===== config.mk =====
export PLATFORM = sky130hd
export DESIGN_NAME = jogo_unidade_controle
export DESIGN_NICKNAME = d
export VERILOG_FILES = /design/src/rtl/jogo_unidade_controle.sv
export SDC_FILE = /design/constraint.sdc
export NUM_CORES = 1
export LEC_CHECK = 0
export BUFFER_PORTS_ARGS = -buffer_cell sky130_fd_sc_hd__buf_4
export CAP_MARGIN = 10
export CORE_AREA = 4 4 41 43
export CTS_BUF_LIST = sky130_fd_sc_hd__clkbuf_4
export CTS_CLUSTER_SIZE = 10
export DETAILED_ROUTE_END_ITERATION = 7
export DIE_AREA = 0 0 45 47
export PLACE_DENSITY = 0.59
export SLEW_MARGIN = 20
export SYNTH_ARGS = -nofsm -noshare
export SYNTH_HDL_FRONTEND = slang
export SYNTH_SLANG_ARGS = --single-unit
export TNS_END_PERCENT = 50

===== constraint.sdc =====
create_clock -name clock -period 3.14 [get_ports clock]
set_input_delay 0.157 -clock clock [delete_from_list [all_inputs] [get_ports clock]]
set_output_delay 0.157 -clock clock [all_outputs]
set_load 0.03 [all_outputs]

===== src/rtl/jogo_unidade_controle.sv =====
// Purpose: Moore control FSM for the 16-round memory game; optional play timeout via JOGO_TIMEOUT_EN.
// Latency: outputs decode from the state register only; a press is registered one edge after detection.
// Backpressure: none; iniciar is honoured only in INICIAL and FIM_* states, held buttons count once.
module jogo_unidade_controle #(
    parameter int TIMEOUT_CICLOS = 5000
) (
    input  logic       clock,
    input  logic       reset,
    input  logic       iniciar,
    input  logic       jogada,
    input  logic       igual,
    input  logic       fim_e,
    input  logic       fim_r,
    output logic       zera_e,
    output logic       conta_e,
    output logic       zera_r,
    output logic       conta_r,
    output logic       registra_r,
    output logic       pronto,
    output logic       ganhou,
    output logic       perdeu,
    output logic       db_timeout,
    output logic [3:0] db_estado
);

    typedef enum logic [3:0] {
        INICIAL       = 4'h0,
        PREPARA       = 4'h1,
        INICIA_RODADA = 4'h2,
        ESPERA        = 4'h3,
        REGISTRA      = 4'h4,
        COMPARA       = 4'h5,
        PROX_JOGADA   = 4'h6,
        PROX_RODADA   = 4'h7,
        FIM_ACERTOU   = 4'hA,
        FIM_TIMEOUT   = 4'hD,
        FIM_ERROU     = 4'hE
    } estado_t;

    estado_t estado;
    estado_t proximo;
    logic    jogada_d;
    logic    pulso;

    // Edge detector: one pulse per button press, however long it is held.
    always_ff @(posedge clock or negedge reset) begin
        if (!reset) begin
            jogada_d <= 1'b0;
        end else begin
            jogada_d <= jogada;
        end
    end

    assign pulso = jogada & ~jogada_d;

`ifdef JOGO_TIMEOUT_EN
    localparam logic [15:0] LIMITE = 16'(TIMEOUT_CICLOS - 1);

    logic [15:0] timer;
    logic        timeout;

    // Play timer: counts only while waiting for a press, saturates instead of wrapping.
    always_ff @(posedge clock or negedge reset) begin
        if (!reset) begin
            timer <= '0;
        end else if (estado != ESPERA) begin
            timer <= '0;
        end else if (timer != 16'hFFFF) begin
            timer <= timer + 16'd1;
        end
    end

    assign timeout = (estado == ESPERA) && (timer == LIMITE);
`endif

    // State register.
    always_ff @(posedge clock or negedge reset) begin
        if (!reset) begin
            estado <= INICIAL;
        end else begin
            estado <= proximo;
        end
    end

    // Next-state logic; unused codes fall back to INICIAL.
    always_comb begin
        proximo = INICIAL;
        case (estado)
            INICIAL:       proximo = iniciar ? PREPARA : INICIAL;
            PREPARA:       proximo = INICIA_RODADA;
            INICIA_RODADA: proximo = ESPERA;
            ESPERA: begin
                // A press in the same cycle as the timeout still counts as a play.
                if (pulso) begin
                    proximo = REGISTRA;
`ifdef JOGO_TIMEOUT_EN
                end else if (timeout) begin
                    proximo = FIM_TIMEOUT;
`endif
                end else begin
                    proximo = ESPERA;
                end
            end
            REGISTRA:      proximo = COMPARA;
            COMPARA: begin
                if (!igual) begin
                    proximo = FIM_ERROU;
                end else if (!fim_e) begin
                    proximo = PROX_JOGADA;
                end else if (fim_r) begin
                    proximo = FIM_ACERTOU;
                end else begin
                    proximo = PROX_RODADA;
                end
            end
            PROX_JOGADA:   proximo = ESPERA;
            PROX_RODADA:   proximo = INICIA_RODADA;
            FIM_ACERTOU:   proximo = iniciar ? PREPARA : FIM_ACERTOU;
            FIM_ERROU:     proximo = iniciar ? PREPARA : FIM_ERROU;
`ifdef JOGO_TIMEOUT_EN
            FIM_TIMEOUT:   proximo = iniciar ? PREPARA : FIM_TIMEOUT;
`endif
            default:       proximo = INICIAL;
        endcase
    end

    // Moore output decode: every output is a function of the state alone.
    always_comb begin
        zera_e     = 1'b0;
        conta_e    = 1'b0;
        zera_r     = 1'b0;
        conta_r    = 1'b0;
        registra_r = 1'b0;
        pronto     = 1'b0;
        ganhou     = 1'b0;
        perdeu     = 1'b0;
        db_timeout = 1'b0;
        case (estado)
            PREPARA: begin
                zera_e = 1'b1;
                zera_r = 1'b1;
            end
            INICIA_RODADA: zera_e     = 1'b1;
            REGISTRA:      registra_r = 1'b1;
            PROX_JOGADA:   conta_e    = 1'b1;
            PROX_RODADA:   conta_r    = 1'b1;
            FIM_ACERTOU: begin
                pronto = 1'b1;
                ganhou = 1'b1;
            end
            FIM_ERROU: begin
                pronto = 1'b1;
                perdeu = 1'b1;
            end
`ifdef JOGO_TIMEOUT_EN
            FIM_TIMEOUT: begin
                pronto     = 1'b1;
                perdeu     = 1'b1;
                db_timeout = 1'b1;
            end
`endif
            default: ;
        endcase
    end

    assign db_estado = estado;

endmodule


==> reports/qor.yml, run 1 <==
finalHoldViolCount: 0
setup_violations: 0
fin_crit_sh: 0.481
dp_cells: 75
place_area_sq_um: 508
critical_path.top_delay_family: "flip-flops"
synthCells: 47
syn_avg_cell_area_sq_um: 8.57
wl_um: 914
seq_area_frac_synth: 0.311
ios: 20
power-per-cell-area_mw_per_mm2: 875
final_common_cell: "buf_4"
wire_per_inst_um: 11.4
vias: 363
fin_skew_ns: 0.00148
antenna_cells: 0
rsz0062_at_grt: "false"
dr.pass1.iters: 3
finalMaxSlewViolations: 0
place.port_buffers: 18
crit_path_end_kind: "primary output"
fin_crit_ns: 1.51
gr-total-overflow: 0
clock_sinks: 5
crit_path_start_kind: "register"
status: "finished, final reports clean"
hold_class: "in -> reg"
synth_edf_count: 0
grt_pass1_wl_mm: 1.51
nFillCells: 139
cts_setup_buffers: 0
leakagePower_nw: 0.279
cp_num_buf_inv: 1
dpl.hpwl_um: 727
crit_chain: "nor2_1 > a21boi_0 > buf_4"
path_max_fanout: 11
drc: 0
grt_use_total: 0.0983
coreArea_sq_mm: 0.00130
final_cell_mix: "buf_4, nor2_1, nand2_1, dfrtp_1, clkbuf_4"
start_util: 0.310
grt_max_degree: 13
grt_pass1_vias: 349
syn_area_sq_um: 403
final_antenna_net_count: 0
critPathKind: "reg -> out"
rows: 13
vias_per_cell: 4.54
gp_congestion: 0.745
die_w_um: 45
ys.warnings.count: 0
fin_cells: 80
die_h_um: 47
cp_slowest_cell: "dfrtp_1"
maxCapViolations: 0
area_delta_synth_final_pct: 36.0
setup_tns_ns: 0
hold_buffers: 1
synth_fp_nets: 54
numCtsBuffers: 3
cts_resized: 0
grt_antenna_before_repair: 0
cts_root_buffer: "clkbuf_4"
clock_latency_ns: 0.24
drive_gt1_frac: 0.431
synth-async-reset-ratio: 1.00
first_iter_violations: 3
fmax_ghz: 0.662
synthFlopType: "dfrtp_1"
critical-path-max-stage-delay_ns: 0.53
htree_levels: 1
synthDistinctLibCells: 25
cts_tree: "built"
final_area_sq_um: 548
ys_seq_elements: 5
ir_drop_v: 0.000460
crit_required_ns: 2.98
worstPathArrival_ns: 1.35
final_nets: 73
clk_pin_slew_ns: 0.04
die_area_sq_mm: 0.00212
cts_buffer_depth: 2
-- worst paths after layout --
path                              start           end  slack [ns]  cells past startpoint
hold / removal                   jogada      jogada_d        0.03                      1
max in group asynchronous         reset  db_estado[1]        2.77                      2
setup / recovery           db_estado[3]        zera_e        1.63                      3
min in group asynchronous         reset  db_estado[0]        0.26                      2
hold reg to reg                jogada_d  db_estado[2]        0.64                      3
setup reg to reg           db_estado[3]  db_estado[0]        1.93                      2
-- state kept, by name (all words and copies together) (netlist names) --
name / flops
db_estado: 4
jogada_d: 1
-- cell type report --
cell class / count / area, sq um / area share
well taps: 15 / 18.8 / 0.0342
repair buffers: 19 / 145 / 0.265
inverters: 4 / 15.0 / 0.0274
clock buffers: 4 / 30.0 / 0.0548
multi-input cells: 33 / 214 / 0.390
flip-flops and latches: 5 / 125 / 0.228
-- cells by family after synthesis --
kind of cell    after synthesis  synth area share
flops                         5             0.311
compound gates                9             0.189
simple gates                 23             0.332
other cells                   1           0.00931
buf+inv                       9             0.158
-- report_power, final --
| part | switching, mW | internal (mW) | total [mW] |
|---|---|---|---|
| sequential | 0.0569 | 0.0825 | 0.139 |
| combinational | 0.151 | 0.109 | 0.260 |
| clock | 0.0241 | 0.0565 | 0.0806 |
-- routing by layer --
layer	wire, um	GRT usage	part of all wire
met2	411	0.116	0.45
met3	88	0.0268	0.096
met1	414	0.140	0.45
met5	0	0	0
met4	0	0.0877	0
-- synthesized netlist by cell type (2+ instances only) --
master	instances	area [sq um]
buf_4	2	15.0
buf_6	3	33.8
dfrtp_1	5	125
inv_1	3	11.3
nand2_1	6	22.5
nor2_1	8	30.0
nor3_1	2	10.0
-- metrics by stage --
stage | setup slack [ns] | util | power [mW] | hold slack (ns)
2_1_floorplan | 1.44 | - | 0.346 | -0.139
3_3_place_gp | 1.89 | 0.390 | 0.403 | -0.0388
3_5_place_dp | 1.89 | 0.390 | 0.401 | -0.0383
4_1_cts | 1.62 | 0.421 | 0.485 | 0.0286
5_1_grt | 1.54 | 0.421 | 0.514 | 0.0324
6_report | 1.63 | 0.421 | 0.480 | 0.0340
(Power assumes the default switching activity.)
==> run 2: changes to the inputs <==
==> constraint.sdc (replaced) <==
create_clock -name clock -period 1.6 [get_ports clock]
set_input_delay 0.08 -clock clock [delete_from_list [all_inputs] [get_ports clock]]
set_output_delay 0.08 -clock clock [all_outputs]
set_load 0.03 [all_outputs]
==> reports/qor.yml, run 2 (synthesis results as in run 1) <==
dr.pass1.iters: 4  # +1
worstReg2RegEnd: "db_estado[0]"
vias: 394  # +8.5%
numCtsBuffers: 3  # unchanged
ios: 20  # unchanged
die_h_um: 47  # unchanged
fmax_ghz: 0.722
crit_path_end_kind: "primary output"
fin_skew_ns: 0.00331  # +0.00183 ns
place_area_sq_um: 508  # unchanged
drc: 0  # unchanged
area_delta_synth_final_pct: 38.5
setup_slack_ns: 0.216  # -1.41 ns
critical-path-max-stage-delay_ns: 0.53  # about the same
start_util: 0.310  # unchanged
final_nets: 74  # +1.4%
holdPathEnd: "db_estado[1]"
setup_tns_ns: 0  # unchanged
hold_class: "in -> reg"
crit_chain: "inv_1 > nand2_1 > nor3_1 > buf_4"
gp_congestion: 0.821  # +10%
crit_path_start_kind: "register"
grt_pass1_vias: 418  # +20%
grt_antenna_before_repair: 0  # unchanged
power-per-cell-area_mw_per_mm2: 1700  # +94%
rows: 13  # unchanged
worstPathArrival_ns: 1.30  # -0.05 ns
pwr-share-comb: 0.544  # +0.003
worstRegToRegCells: 2  # unchanged
final_antenna_net_count: 0  # unchanged
final_core_util: 0.429  # +0.00769
wire_per_inst_um: 12.3  # +7.7%
place.port_buffers: 18  # unchanged
cts_tree: "built"
grt_use_total: 0.116  # +0.0181
grt_pass1_wl_mm: 1.78  # +18%
cts_buffer_depth: 2  # unchanged
globalRouteMet1Util: 0.138  # -0.00262
cp_num_buf_inv: 2  # +1
share_seq_of_total_power: 0.289  # -0.002
hp-start: "iniciar"
clock_latency_ns: 0.24  # about the same
critPathKind: "reg -> out"
p_int_mw: 0.491  # +98%
htree_levels: 1  # unchanged
die_area_sq_mm: 0.00212  # unchanged
dp_slack_ns: 0.419  # -1.47 ns
clk_pin_slew_ns: 0.04  # about the same
antenna_cells: 0  # unchanged
fin_crit_sh: 0.865
dp_cells: 75  # unchanged
coreArea_sq_mm: 0.00130  # unchanged
whs_ns: 0.0616  # +0.0275 ns
p_sw_mw: 0.459  # +98%
crit_required_ns: 1.52  # -1.46 ns
drive_gt1_frac: 0.424  # -0.00653
ir_drop_v: 0.000971  # +110%
grt.met3_usage: 0.00766  # -0.0192
finalMaxSlewViolations: 0  # unchanged
fin_cells: 81  # +1.3%
grt-busiest-layer: "met2"
cts_root_buffer: "clkbuf_4"
cts_resized: 0  # unchanged
switching_share: 0.483  # +0.000631
power.total_mw: 0.950  # +98%
vias_per_cell: 4.86  # +7.2%
wl_um: 997  # +9.1%
grt_max_degree: 13  # unchanged
whs_path_depth: 2  # +1
critical_path.top_delay_family: "flip-flops"
first_iter_violations: 9  # +6
final_cell_mix: "buf_4, nor2_1, nand2_1, dfrtp_1, clkbuf_4"
rrSetupSlack_ns: 0.40  # -1.53 ns
rsz0062_at_grt: "false"
finalHoldViolCount: 0  # unchanged
reg2reg_from: "db_estado[3]"
clock_sinks: 5  # unchanged
dpl.hpwl_um: 782  # +7.6%
cts_setup_buffers: 0  # unchanged
die_w_um: 45  # unchanged
leakagePower_nw: 0.283  # +1.7%
cp_slowest_cell: "dfrtp_1"
crit_cells: 4  # +1
setup_violations: 0  # unchanged
met2_usage: 0.178  # +0.0621
maxCapViolations: 0  # unchanged
fin_crit_ns: 1.38
path_max_fanout: 11  # unchanged
final_area_sq_um: 558  # +1.8%
clockPowerShare: 0.167  # about the same
gr-total-overflow: 0  # unchanged
largest_register_ff_count: 4  # unchanged
status: "finished, final reports clean"
final_common_cell: "buf_4"
==> run 2: layer usage <==
metal,wire length (um),vias up
li1,-,198
met1,420,178
met2,491,16
met3,57,2
met4,27,0
met5,0,-
==> run 2: area by class of cell <==
cell class / count / area, sq um
Fill cell: 150 / 743
Multi-Input combinational cell: 33 / 214
Timing Repair Buffer: 20 / 155
Sequential cell: 5 / 125
Clock buffer: 4 / 30.0
Tap cell: 15 / 18.8
Inverter: 4 / 15.0
==> run 2: worst max path at each step <==
stage,startpoint,end,slack [ns]
floorplan,db_estado[3],registra_r,0.05
global placement,db_estado[3],db_estado[0],0.41
detailed placement,db_estado[3],db_estado[0],0.42
CTS,db_estado[3],registra_r,0.19
global route,db_estado[1],zera_r,0.08
finish,db_estado[3],registra_r,0.22
==> run 2: power by group through the flow <==
stage	sequential, mW	combinational [mW]	clock [mW]
3_3_place_gp	0.274	0.517	0
3_5_place_dp	0.275	0.514	0
6_report	0.275	0.517	0.159
5_1_grt	0.292	0.562	0.169
4_1_cts	0.273	0.520	0.166
2_1_floorplan	0.260	0.422	0
==> run 2: timing repair <==
item,CTS,global route
hold endpoints to repair,6,0
setup endpoints to repair,0,0
hold buffers,2,0
==> run 3: changes to the inputs <==
--- a/config.mk
+++ b/config.mk
@@ -5,14 +5,14 @@
 export SDC_FILE = /design/constraint.sdc
 export NUM_CORES = 1
 export LEC_CHECK = 0
-export BUFFER_PORTS_ARGS = -buffer_cell sky130_fd_sc_hd__buf_4
 export CAP_MARGIN = 10
 export CORE_AREA = 4 4 41 43
 export CTS_BUF_LIST = sky130_fd_sc_hd__clkbuf_4
 export CTS_CLUSTER_SIZE = 10
 export DETAILED_ROUTE_END_ITERATION = 7
 export DIE_AREA = 0 0 45 47
-export PLACE_DENSITY = 0.59
+export DONT_BUFFER_PORTS = 1
+export PLACE_DENSITY = 0.46
 export SLEW_MARGIN = 20
 export SYNTH_ARGS = -nofsm -noshare
 export SYNTH_HDL_FRONTEND = slang
==> reports/qor.yml, run 3 (synthesis results as in run 1) <==
fin_cells: 75  # -7.4%
switching_share: 0.501  # +0.0179
htree_levels: 1  # unchanged
p_sw_mw: 0.464  # +1.1%
hold_class: "in -> reg"
worstPathArrival_ns: 1.34  # +0.04 ns
final_common_cell: "buf_4"
coreArea_sq_mm: 0.00130  # unchanged
leakagePower_nw: 0.253  # -11%
vias_per_cell: 4.75  # -2.4%
grt_pass1_wl_mm: 1.48  # -17%
vias: 356  # -9.6%
wire_per_inst_um: 12.5  # +1.8%
dpl.hpwl_um: 714  # -8.6%
gr-total-overflow: 0  # unchanged
hold_buffers: 3  # +1
numCtsBuffers: 3  # unchanged
power-per-cell-area_mw_per_mm2: 1810  # +6.0%
finalHoldViolCount: 0  # unchanged
final_nets: 68  # -8.1%
final_cell_mix: "buf_4, nor2_1, nand2_1, dfrtp_1"
die_h_um: 47  # unchanged
dr.pass1.iters: 2  # -2
maxCapViolations: 0  # unchanged
ios: 20  # unchanged
fin_crit_ns: 1.42  # +0.0351 ns
cts_resized: 0  # unchanged
antenna_cells: 0  # unchanged
p_int_mw: 0.462  # -5.9%
share_seq_of_total_power: 0.299  # +0.010
cts_root_buffer: "clkbuf_4"
die_w_um: 45  # unchanged
cts_tree: "built"
drive_gt1_frac: 0.350  # -0.0742
dp_cells: 68  # -9.3%
grt_max_degree: 13  # unchanged
rsz0062_at_grt: "false"
area_delta_synth_final_pct: 27.3
clock_sinks: 5  # unchanged
path_max_fanout: 11  # unchanged
gp_congestion: 0.707  # -14%
fin_crit_sh: 0.887  # +0.0219
drc: 0  # unchanged
setup_tns_ns: 0  # unchanged
setup_violations: 0  # unchanged
grt_pass1_vias: 359  # -14%
fmax_ghz: 0.705  # -2.5%
finalMaxSlewViolations: 0  # unchanged
crit_path_start_kind: "register"
status: "finished, final reports clean"
largest_register_ff_count: 4  # unchanged
wl_um: 940  # -5.7%
place.port_buffers: 0  # -18
critPathKind: "reg -> out"
fin_skew_ns: 0.00614  # +0.00283 ns
rrSetupSlack_ns: 0.39  # about the same
grt_antenna_before_repair: 0  # unchanged
first_iter_violations: 1  # -8
start_util: 0.310  # unchanged
rows: 13  # unchanged
clockPowerShare: 0.156  # -0.011
cts_buffer_depth: 2  # unchanged
final_antenna_net_count: 0  # unchanged
ir_drop_v: 0.000790  # -19%
crit_path_end_kind: "primary output"
whs_ns: 0.0614  # -0.000127 ns
pwr-share-comb: 0.545  # about the same
die_area_sq_mm: 0.00212  # unchanged
clk_pin_slew_ns: 0.04  # about the same
clock_latency_ns: 0.24  # about the same
grt_use_total: 0.0998  # -0.0167
crit_required_ns: 1.52  # about the same
cts_setup_buffers: 0  # unchanged
## run 3: cell count changes in the layout (fill, tap and decap cells not counted), sizes merged
cell	before	now
buf	18	11
clkbuf	4	3
clkinv	0	1
dlygate4sd3	2	3
## run 3: area by class of cell
class	instances	area, sq um
tap	15	18.8
clock inverter	1	5.00
sequential	5	125
inverter	4	15.0
fill	157	788
clock buffer	3	22.5
multi-input combinational	33	214
timing repair buffer	14	113
## run 3: worst max-delay path, stage by stage, from the launching register on
cell and delay (ns):
dfrtp_1 0.53, nor2_1 0.21, a21boi_1 0.18, buf_4 0.17
## run 3: power groups by stage
stage | Combinational [mW] | Clock (mW) | Sequential [mW]
after floorplan | 0.422 | 0 | 0.260
after global placement | 0.499 | 0 | 0.277
after detailed placement | 0.499 | 0 | 0.279
after CTS | 0.510 | 0.153 | 0.277
after global routing | 0.544 | 0.156 | 0.290
final | 0.504 | 0.145 | 0.277
## run 3: layer usage
layer / part of all wire / vias up / global-route usage
met5: 0 / - / 0
met3: 0.067 / 0 / 0.0230
met1: 0.46 / 161 / 0.114
met4: 0 / 0 / 0.0877
met2: 0.47 / 12 / 0.155
li1: - / 183 / -
## run 3: worst paths after layout
| check | startpoint | end | cells past startpoint |
|---|---|---|---|
| max in group asynchronous | reset | db_estado[3] | 1 |
| worst max register to register | db_estado[3] | db_estado[0] | 2 |
| worst max-delay path | db_estado[3] | zera_e | 3 |
| worst min register to register | jogada_d | db_estado[2] | 3 |
| min in group asynchronous | reset | db_estado[1] | 1 |
| worst min-delay path | igual | db_estado[3] | 2 |
## run 3: stage by stage
stage / cell area [sq um] / setup slack, ns / total power [mW] / util
final: 513 / 0.181 / 0.926 / 0.394
after global routing: 513 / 0.0734 / 0.990 / 0.394
after CTS: 513 / 0.166 / 0.940 / 0.394
after detailed placement: 455 / 0.397 / 0.778 / 0.350
after global placement: 455 / 0.391 / 0.776 / 0.350
after floorplan: 403 / 0.0485 / 0.681 / -
